==> src/rtl/data_mem_arbiter.sv <==
// Arbitrates the pipeline MEM stage and the debug port onto one single-port data RAM.
// Define ARB_ROUND_ROBIN_EN for round-robin contention; default build gives the pipeline fixed priority.
module data_mem_arbiter #(
  parameter int ADDR_W   = 8,
  parameter int LOCK_MAX = 8
) (
  input  logic              clock,
  input  logic              resetGral,
  input  logic              pReq,
  input  logic [3:0]        pWe,
  input  logic [ADDR_W-1:0] pAddr,
  input  logic [31:0]       pWdata,
  output logic              pStall,
  output logic [31:0]       pRdata,
  output logic              pValid,
  input  logic              dReq,
  input  logic [3:0]        dWe,
  input  logic [ADDR_W-1:0] dAddr,
  input  logic [31:0]       dWdata,
  input  logic              dLock,
  output logic              dGnt,
  output logic [31:0]       dRdata,
  output logic              dValid,
  output logic [3:0]        ramWe,
  output logic [ADDR_W-1:0] ramAddr,
  output logic [31:0]       ramDin,
  input  logic [31:0]       ramDout
);

  localparam int CW = $clog2(LOCK_MAX + 1);
  localparam logic [CW-1:0] CNT_MAX = CW'(LOCK_MAX);

  typedef enum logic [1:0] {IDLE, PIPE, DBG, DBG_LOCK} state_t;

  state_t        state_q, state_d;
  logic [CW-1:0] lockCnt_q, lockCnt_d;
  logic          yield_q, yield_d;
  logic          lastGntDbg_q, lastGntDbg_d;
  logic          tagV_q, tagV_d;
  logic          tagDbg_q, tagDbg_d;
  logic          gntP, gntD, lockOn;

  always_ff @(posedge clock or posedge resetGral) begin
    if (resetGral) begin
      state_q      <= IDLE;
      lockCnt_q    <= '0;
      yield_q      <= 1'b0;
      lastGntDbg_q <= 1'b1;
      tagV_q       <= 1'b0;
      tagDbg_q     <= 1'b0;
    end else begin
      state_q      <= state_d;
      lockCnt_q    <= lockCnt_d;
      yield_q      <= yield_d;
      lastGntDbg_q <= lastGntDbg_d;
      tagV_q       <= tagV_d;
      tagDbg_q     <= tagDbg_d;
    end
  end

  always_comb begin
    gntP         = 1'b0;
    gntD         = 1'b0;
    lockCnt_d    = '0;
    yield_d      = 1'b0;
    state_d      = IDLE;
    lastGntDbg_d = lastGntDbg_q;
    tagV_d       = 1'b0;
    tagDbg_d     = 1'b0;
    // A lock survives the single forced pipeline slot via yield_q.
    lockOn = dReq && dLock && (state_q == DBG || state_q == DBG_LOCK || yield_q);
    if (lockOn) begin
      if (lockCnt_q == CNT_MAX && pReq) begin
        gntP    = 1'b1;
        yield_d = 1'b1;
      end else begin
        gntD      = 1'b1;
        lockCnt_d = (lockCnt_q == CNT_MAX) ? lockCnt_q : lockCnt_q + 1'b1;
      end
    end else if (pReq && dReq) begin
`ifdef ARB_ROUND_ROBIN_EN
      gntP = lastGntDbg_q;
      gntD = !lastGntDbg_q;
`else
      gntP = 1'b1;
`endif
    end else begin
      gntP = pReq;
      gntD = dReq;
    end
    if (!lockOn && gntD && dLock) lockCnt_d = CW'(1);
    if (resetGral) begin
      gntP = 1'b0;
      gntD = 1'b0;
    end
    if (gntP) begin
      state_d      = PIPE;
      lastGntDbg_d = 1'b0;
      tagV_d       = (pWe == 4'b0);
    end else if (gntD) begin
      state_d      = dLock ? DBG_LOCK : DBG;
      lastGntDbg_d = 1'b1;
      tagV_d       = (dWe == 4'b0);
      tagDbg_d     = 1'b1;
    end
  end

  assign ramWe   = gntP ? pWe    : (gntD ? dWe    : 4'b0);
  assign ramAddr = gntP ? pAddr  : (gntD ? dAddr  : '0);
  assign ramDin  = gntP ? pWdata : (gntD ? dWdata : 32'b0);

  assign pStall = pReq & ~gntP;
  assign dGnt   = gntD;
  assign pRdata = ramDout;
  assign dRdata = ramDout;
  assign pValid = tagV_q & ~tagDbg_q;
  assign dValid = tagV_q & tagDbg_q;

endmodule

==> config.mk <==
export PLATFORM = sky130hd
export DESIGN_NAME = data_mem_arbiter
export DESIGN_NICKNAME = d
export VERILOG_FILES = /design/src/rtl/data_mem_arbiter.sv
export SDC_FILE = /design/constraint.sdc
export NUM_CORES = 1
export LEC_CHECK = 0
export ABC_AREA = 1
export BUFFER_PORTS_ARGS = -buffer_cell sky130_fd_sc_hd__buf_2
export CAP_MARGIN = 20
export CORE_AREA = 2 2 93 95
export CTS_BUF_LIST = sky130_fd_sc_hd__clkbuf_8 sky130_fd_sc_hd__clkbuf_16
export CTS_CLUSTER_SIZE = 25
export DETAILED_ROUTE_END_ITERATION = 10
export DIE_AREA = 0 0 95 97
export PLACE_DENSITY_LB_ADDON = 0.3
export SETUP_SLACK_MARGIN = 0.4
export SLEW_MARGIN = 20
export SYNTH_ARGS = -nofsm -noshare
export SYNTH_HDL_FRONTEND = slang
export SYNTH_SLANG_ARGS = --single-unit
==> constraint.sdc <==
create_clock -name clock -period 2.6 [get_ports clock]
set_input_delay 0.39 -clock clock [delete_from_list [all_inputs] [get_ports clock]]
set_output_delay 0.39 -clock clock [all_outputs]
set_load 0.01 [all_outputs]
**After elaboration in Yosys (flattened, before gate mapping)**

Cells that the tools add are included.

- RAM bits: 0
- Register bits: 9
- Output and inout port bits: 112
- Bits in latches: 0
- Memories kept: 0
- Bits in read-only memories: 0
- Input port bits: 125
- Word-level logic and storage cells: 52

- Divide/modulo/power cells: 0
- $lt $le $gt $ge: 0
- Bitwise logic cells: 5
- Equality and inequality tests: 4
- Shifts and indexed selects: 0
- $add $sub $neg: 1
- Multipliers: 0
- Muxes and demuxes: 26
- Reduce and logical (&&, ||, !) cells: 11

Operators by type and width:

| kind | number |
|---|---|
| $mux W32 | 2 |
| $mux W4 | 6 |
| $mux W8 | 2 |
| $mux W1 | 14 |
| $logic_not A4 Y1 | 2 |
| $logic_and A1 B1 Y1 | 6 |
| $add A4 B1 Y4 const B | 1 |
| $eq A2 B2 Y1 const B | 2 |
| $eq A4 B4 Y1 const B | 1 |
| $mux W2 | 2 |
| $ne A4 B3 Y1 const B | 1 |
| $and A1 B1 Y1 | 3 |
| $logic_or A1 B1 Y1 | 2 |
| $not A1 Y1 | 2 |
| $logic_not A1 Y1 | 1 |

**Logic depth before layout (Yosys ltp)**

- Word-level depth: 8
- Depth in mapped cells: 8
- Gate-level depth less buffers: 7

**Worst setup path after synthesis**

OpenSTA, ideal clock, no wires.

- Kind: register to output
- From: register lockCnt_q[0]
- To: output port ramAddr[0]
- Buffers on the path: 2
- Slack: 0.905 ns
- Required time: 2.210 ns
- Arrival: 1.305 ns
- Stages on the path, launching flop included: 9
- Cell sequence: dfrtp_1 > inv_1 > ha_1 > nand3_2 > nand2_2 > buf_6 > buf_6 > nand3_2 > nand2_1

- Cells in the longest elaborated chain, start to end: 7
- Elaborated cells on any way between the ends: 10
- Classes of those cells: 1 x eq/ne; 8 x mux; 1 x reduce/logical

RTL lines:

| what | line | RTL |
|---|---|---|
| from (decl) | 36 | `logic [CW-1:0] lockCnt_q, lockCnt_d;` |
| from (signal assigned) | 53 | `lockCnt_q <= lockCnt_d;` |
| $eq A4 B4 Y1 * | 73 | `if (lockCnt_q == CNT_MAX && pReq) begin` |
| $logic_and A1 B1 Y1 * | 73 |  |
| $mux W1 | 73 |  |
| $mux W1 | 72 | `if (lockOn) begin` |
| $mux W1 | 92 | `if (resetGral) begin` |
| $mux W8 | 109 | `assign ramAddr = gntP ? pAddr : (gntD ? dAddr : '0);` |
| $mux W8 * | 109 |  |
| to (decl) | 25 | `output logic [ADDR_W-1:0] ramAddr,` |

Every way passes the cells marked *; elsewhere a longest branch is shown, timed or not.

**Final worst setup path**

- From: register lockCnt_q[1]
- To: output port ramWe[0]

- Cells in the longest elaborated chain, start to end: 7
- Elaborated cells on any way between the ends: 10
- Classes of those cells: 1 x eq/ne; 8 x mux; 1 x reduce/logical

RTL lines:

| what | line | RTL |
|---|---|---|
| $eq A4 B4 Y1 * | 73 |  |
| $logic_and A1 B1 Y1 * | 73 |  |
| $mux W1 | 73 |  |
| $mux W1 | 72 |  |
| $mux W1 | 92 |  |
| $mux W4 | 108 | `assign ramWe = gntP ? pWe : (gntD ? dWe : 4'b0);` |
| $mux W4 * | 108 |  |
| to (decl) | 24 | `output logic [3:0] ramWe,` |

Marks and branches as above.

==> impl_metrics.yaml <==
run_status:
  outcome: "complete, no violations"
sta:
  final_period_minus_worst_setup_slack_ns: 2.10
  finalSetupViolations: 0
  timing.slew.headroom_pct: 63.5
  fin_worst_skew_ns: 0.00119
  hold_viol_final: 0
  setup-tns-final_ns: 0
  final_min_period_over_clock_period_pct: 80.8
  worstMarginPinSlew_ns: 0.548
  grt_setup_unrepaired: "no"
  finalMaxSlewViolations: 0
  maxClockFrequency_mhz: 476
pwr:
  leakage_power_nw: 1.29
  vdd_ir_drop_max_uv: 107
  report.power.total_w: 0.000552
  power_density_mw_per_mm2: 244
synthesis:
  yosys-top-cells-area: "sky130_fd_sc_hd__buf_4 27%, sky130_fd_sc_hd__nand3_1 18%, sky130_fd_sc_hd__nand3_2 14%, sky130_fd_sc_hd__nand2_1 10%, sky130_fd_sc_hd__dfrtp_1 9.5%"
  yosys.cell_count.top_type: "sky130_fd_sc_hd__buf_4"
  synth_async_sr_flop_share_pct: 100
  synthesis.yosys.warnings: 0
  netlist_area_before_placement_mm2: 0.00185
  synth_nets: 393
  syn-mean-instance-area_um2: 6.94
  synth_area_leader_cell: "sky130_fd_sc_hd__buf_4"
  synthTopCellsByCount: "67 x sky130_fd_sc_hd__buf_4, 66 x sky130_fd_sc_hd__nand3_1, 49 x sky130_fd_sc_hd__nand2_1"
  synth_seq_cells: 7
  synth-edff-count: 0
  yosys.area.top_type_share_pct: 27.3
  synth.distinct_cells: 28
  synth-main-ff-cell: "sky130_fd_sc_hd__dfrtp_1"
  syn-instance-count: 266
  seq_area_frac_synth_pct: 9.49
floorplanning:
  placement_rows: 33
  initial_utilization_pct: 22.7
  floorplan.die.height_um: 97
  die_width_um: 95
  floorplan.die_area_mm2: 0.00922
  pin_count: 237
  design.core.area_mm2: 0.00813
clock_network:
  tritoncts_buffer_count: 3
  tritoncts: "built"
  cts_buffer_depth: 2
  cts_htree_levels: 1
  clock_slew_seen_by_the_registers_of_the_worst_setup_and_hold_paths_ns: 0.04
  post_cts.repair.setup_buffers: 0
  cts_hold_buf: 0
  clock_insertion_delay_worst_skew_ns: 0.23
  tritoncts_num_sinks: 7
  clock-root-buffer: "sky130_fd_sc_hd__clkbuf_8"
detailed_routing:
  totalWireLength_mm: 6.43
  first_drt_pass_iteration_count: 5
  detail_route.iter0.violations: 55
  postRouteAntennaNets: 0
  via_per_inst: 4.58
  routedWlPerCell_um: 14.6
  remaining_drc_errors: 0
  via_count: 2019
setup_path:
  reg2reg_setup_slack_ns: 1.15
  critPathRequiredTime_ns: 2.21
  worst_r2r_endpoint: "tagV_q$_DFF_PP0_"
  timing.critical_path.to_type: "output pin"
  cp.arrival_ns: 1.71
  worst_r2r_startpoint: "lockCnt_q[1]$_DFFE_PP0P_"
  r2r.worst_path.cells: 7
  criticalPathCategory: "reg2out"
  cpPeakStageDelay_ns: 0.40
  worst_path_max_delay_cell: "sky130_fd_sc_hd__dfrtp_1"
  worst_setup_path_start_kind: "flip-flop"
  worst-path-max-fanout: 11
  crit_path_cell_trace: "inv_1 -> ha_4 -> nand4_4 -> nand2_8 -> nand2_4 -> nand3_1 -> nand2_1 -> buf_2"
global_route:
  pin_count_of_the_biggest_net_entering_global_routing: 53
  first_global_vias: 1890
  grt.overflow.total: 0
  grt_antenna_before_repair: 0
  global_route_wire_length_before_repair_mm: 8.42
  grt.total_usage_pct: 11.2
cells_and_area:
  antenna_cells: 0
  post-route-util_pct: 27.9
  post-route-cell-area_mm2: 0.00227
  final-instance-count-excl-fill: 441
  nNetsFinal: 464
  signed_area_change_from_the_synthesized_netlist_to_the_final_layout_pct: 22.9
  post_route_cells_drive_above_1_share_pct: 58.0
job:
  drv.max_cap_violation_count: 0
placed_design:
  gp_routability_congestion: 0.788
  hpwlAfterDp_mm: 4.13
  io_buffer_count: 140
  dpl_cell_area_mm2: 0.00207
  placed_cells: 432
worst_hold_path:
  hold_path_class: "in2async"
[flip-flops by register name, indices dropped and copies added (netlist names)]
signal,cells
state_q,1
lockCnt_q,4
tagV_q,1
yield_q,1
[power breakdown]
| part | leakage [nW] | switching (W) | internal, W | total, W |
|---|---|---|---|---|
| Sequential | 0.0966 | 0.00000168 | 0.000111 | 0.000113 |
| Combinational | 1.17 | 0.000163 | 0.000125 | 0.000287 |
| Clock | 0.0255 | 0.0000482 | 0.000104 | 0.000152 |
| Total | 1.29 | 0.000213 | 0.000340 | 0.000552 |
[per-layer routing]
layer | global-route usage, % | share of wire, % | routed length [um] | vias up
met5 | 0 | 0 | 0 | -
met2 | 20.2 | 50 | 3230 | 129
met4 | 5.80 | 3.8 | 242 | 0
met3 | 2.02 | 8.3 | 536 | 27
met1 | 12.2 | 38 | 2420 | 897
li1 | - | - | - | 966
[stage by stage]
stage | hold WS (ns) | setup WS [ns]
after global placement | 0.305 | 0.630
after detailed placement | 0.310 | 0.605
final | 0.0731 | 0.498
after global routing | 0.0649 | 0.397
after CTS | 0.0662 | 0.355
after floorplan | 0.322 | 0.905
[critical path: cells and delay by family (launching register included)]
kind | cells | cell delay (ns)
buffers and inverters | 2 | 0.24
AND/OR/NAND/NOR | 5 | 0.68
adder cells (fa/ha/maj) | 1 | 0.17
flip-flops | 1 | 0.40
[final cells by class]
cell class / instances / area (um2)
timing repair buffer: 144 / 773
clock inverter: 1 / 5.00
inverter: 8 / 30.0
multi-input combinational: 173 / 1110
tap: 105 / 131
clock buffer: 3 / 41.3
fill: 918 / 5870
sequential: 7 / 175
[timing repair]
action,in CTS,in global routing
pin swaps,0,2
gates resized for setup,0,14
endpoints found under the hold margin,0,0
setup endpoints to repair,1,44
gates cloned,0,5
[cells in the final DEF, fill, tap and decap left out, types with 2 or more instances in the layout]
master and count:
sky130_fd_sc_hd__inv_1 5, sky130_fd_sc_hd__xor2_1 2, sky130_fd_sc_hd__nand4_1 3, sky130_fd_sc_hd__clkbuf_8 3, sky130_fd_sc_hd__nand2_8 4, sky130_fd_sc_hd__nand2_1 48
sky130_fd_sc_hd__buf_12 2, sky130_fd_sc_hd__nand3_2 29, sky130_fd_sc_hd__buf_2 140, sky130_fd_sc_hd__dfrtp_1 7, sky130_fd_sc_hd__nor2_4 2, sky130_fd_sc_hd__a21oi_1 4
sky130_fd_sc_hd__nor2_1 5, sky130_fd_sc_hd__inv_2 3, sky130_fd_sc_hd__nand2_4 3, sky130_fd_sc_hd__nand3_1 62
[cell families after synthesis]
group                      after synthesis  synth area share (%)
adders and majority gates                2                  1.36
buffers and inverters                   90                  37.2
and+or+nand+nor                        159                  49.3
xor gates and xnor gates                 2                 0.949
AOI/OAI and AO/OA                        6                  1.76
DFF                                      7                  9.49
[worst max-delay path by stage]
stage / from / endpoint / slack (ns) / cells after the start
global route: lockCnt_q[1]$_DFFE_PP0P_ / ramDin[30] / 0.40 / 8
global placement: pReq / ramDin[30] / 0.63 / 7
CTS: lockCnt_q[0]$_DFFE_PP0P_ / ramDin[30] / 0.36 / 8
detailed placement: lockCnt_q[0]$_DFFE_PP0P_ / ramDin[30] / 0.61 / 8
finish: lockCnt_q[1]$_DFFE_PP0P_ / ramWe[0] / 0.50 / 8
floorplan: lockCnt_q[0]$_DFFE_PP0P_ / ramAddr[0] / 0.90 / 8
No activity file was read; power rests on OpenSTA's default activity.
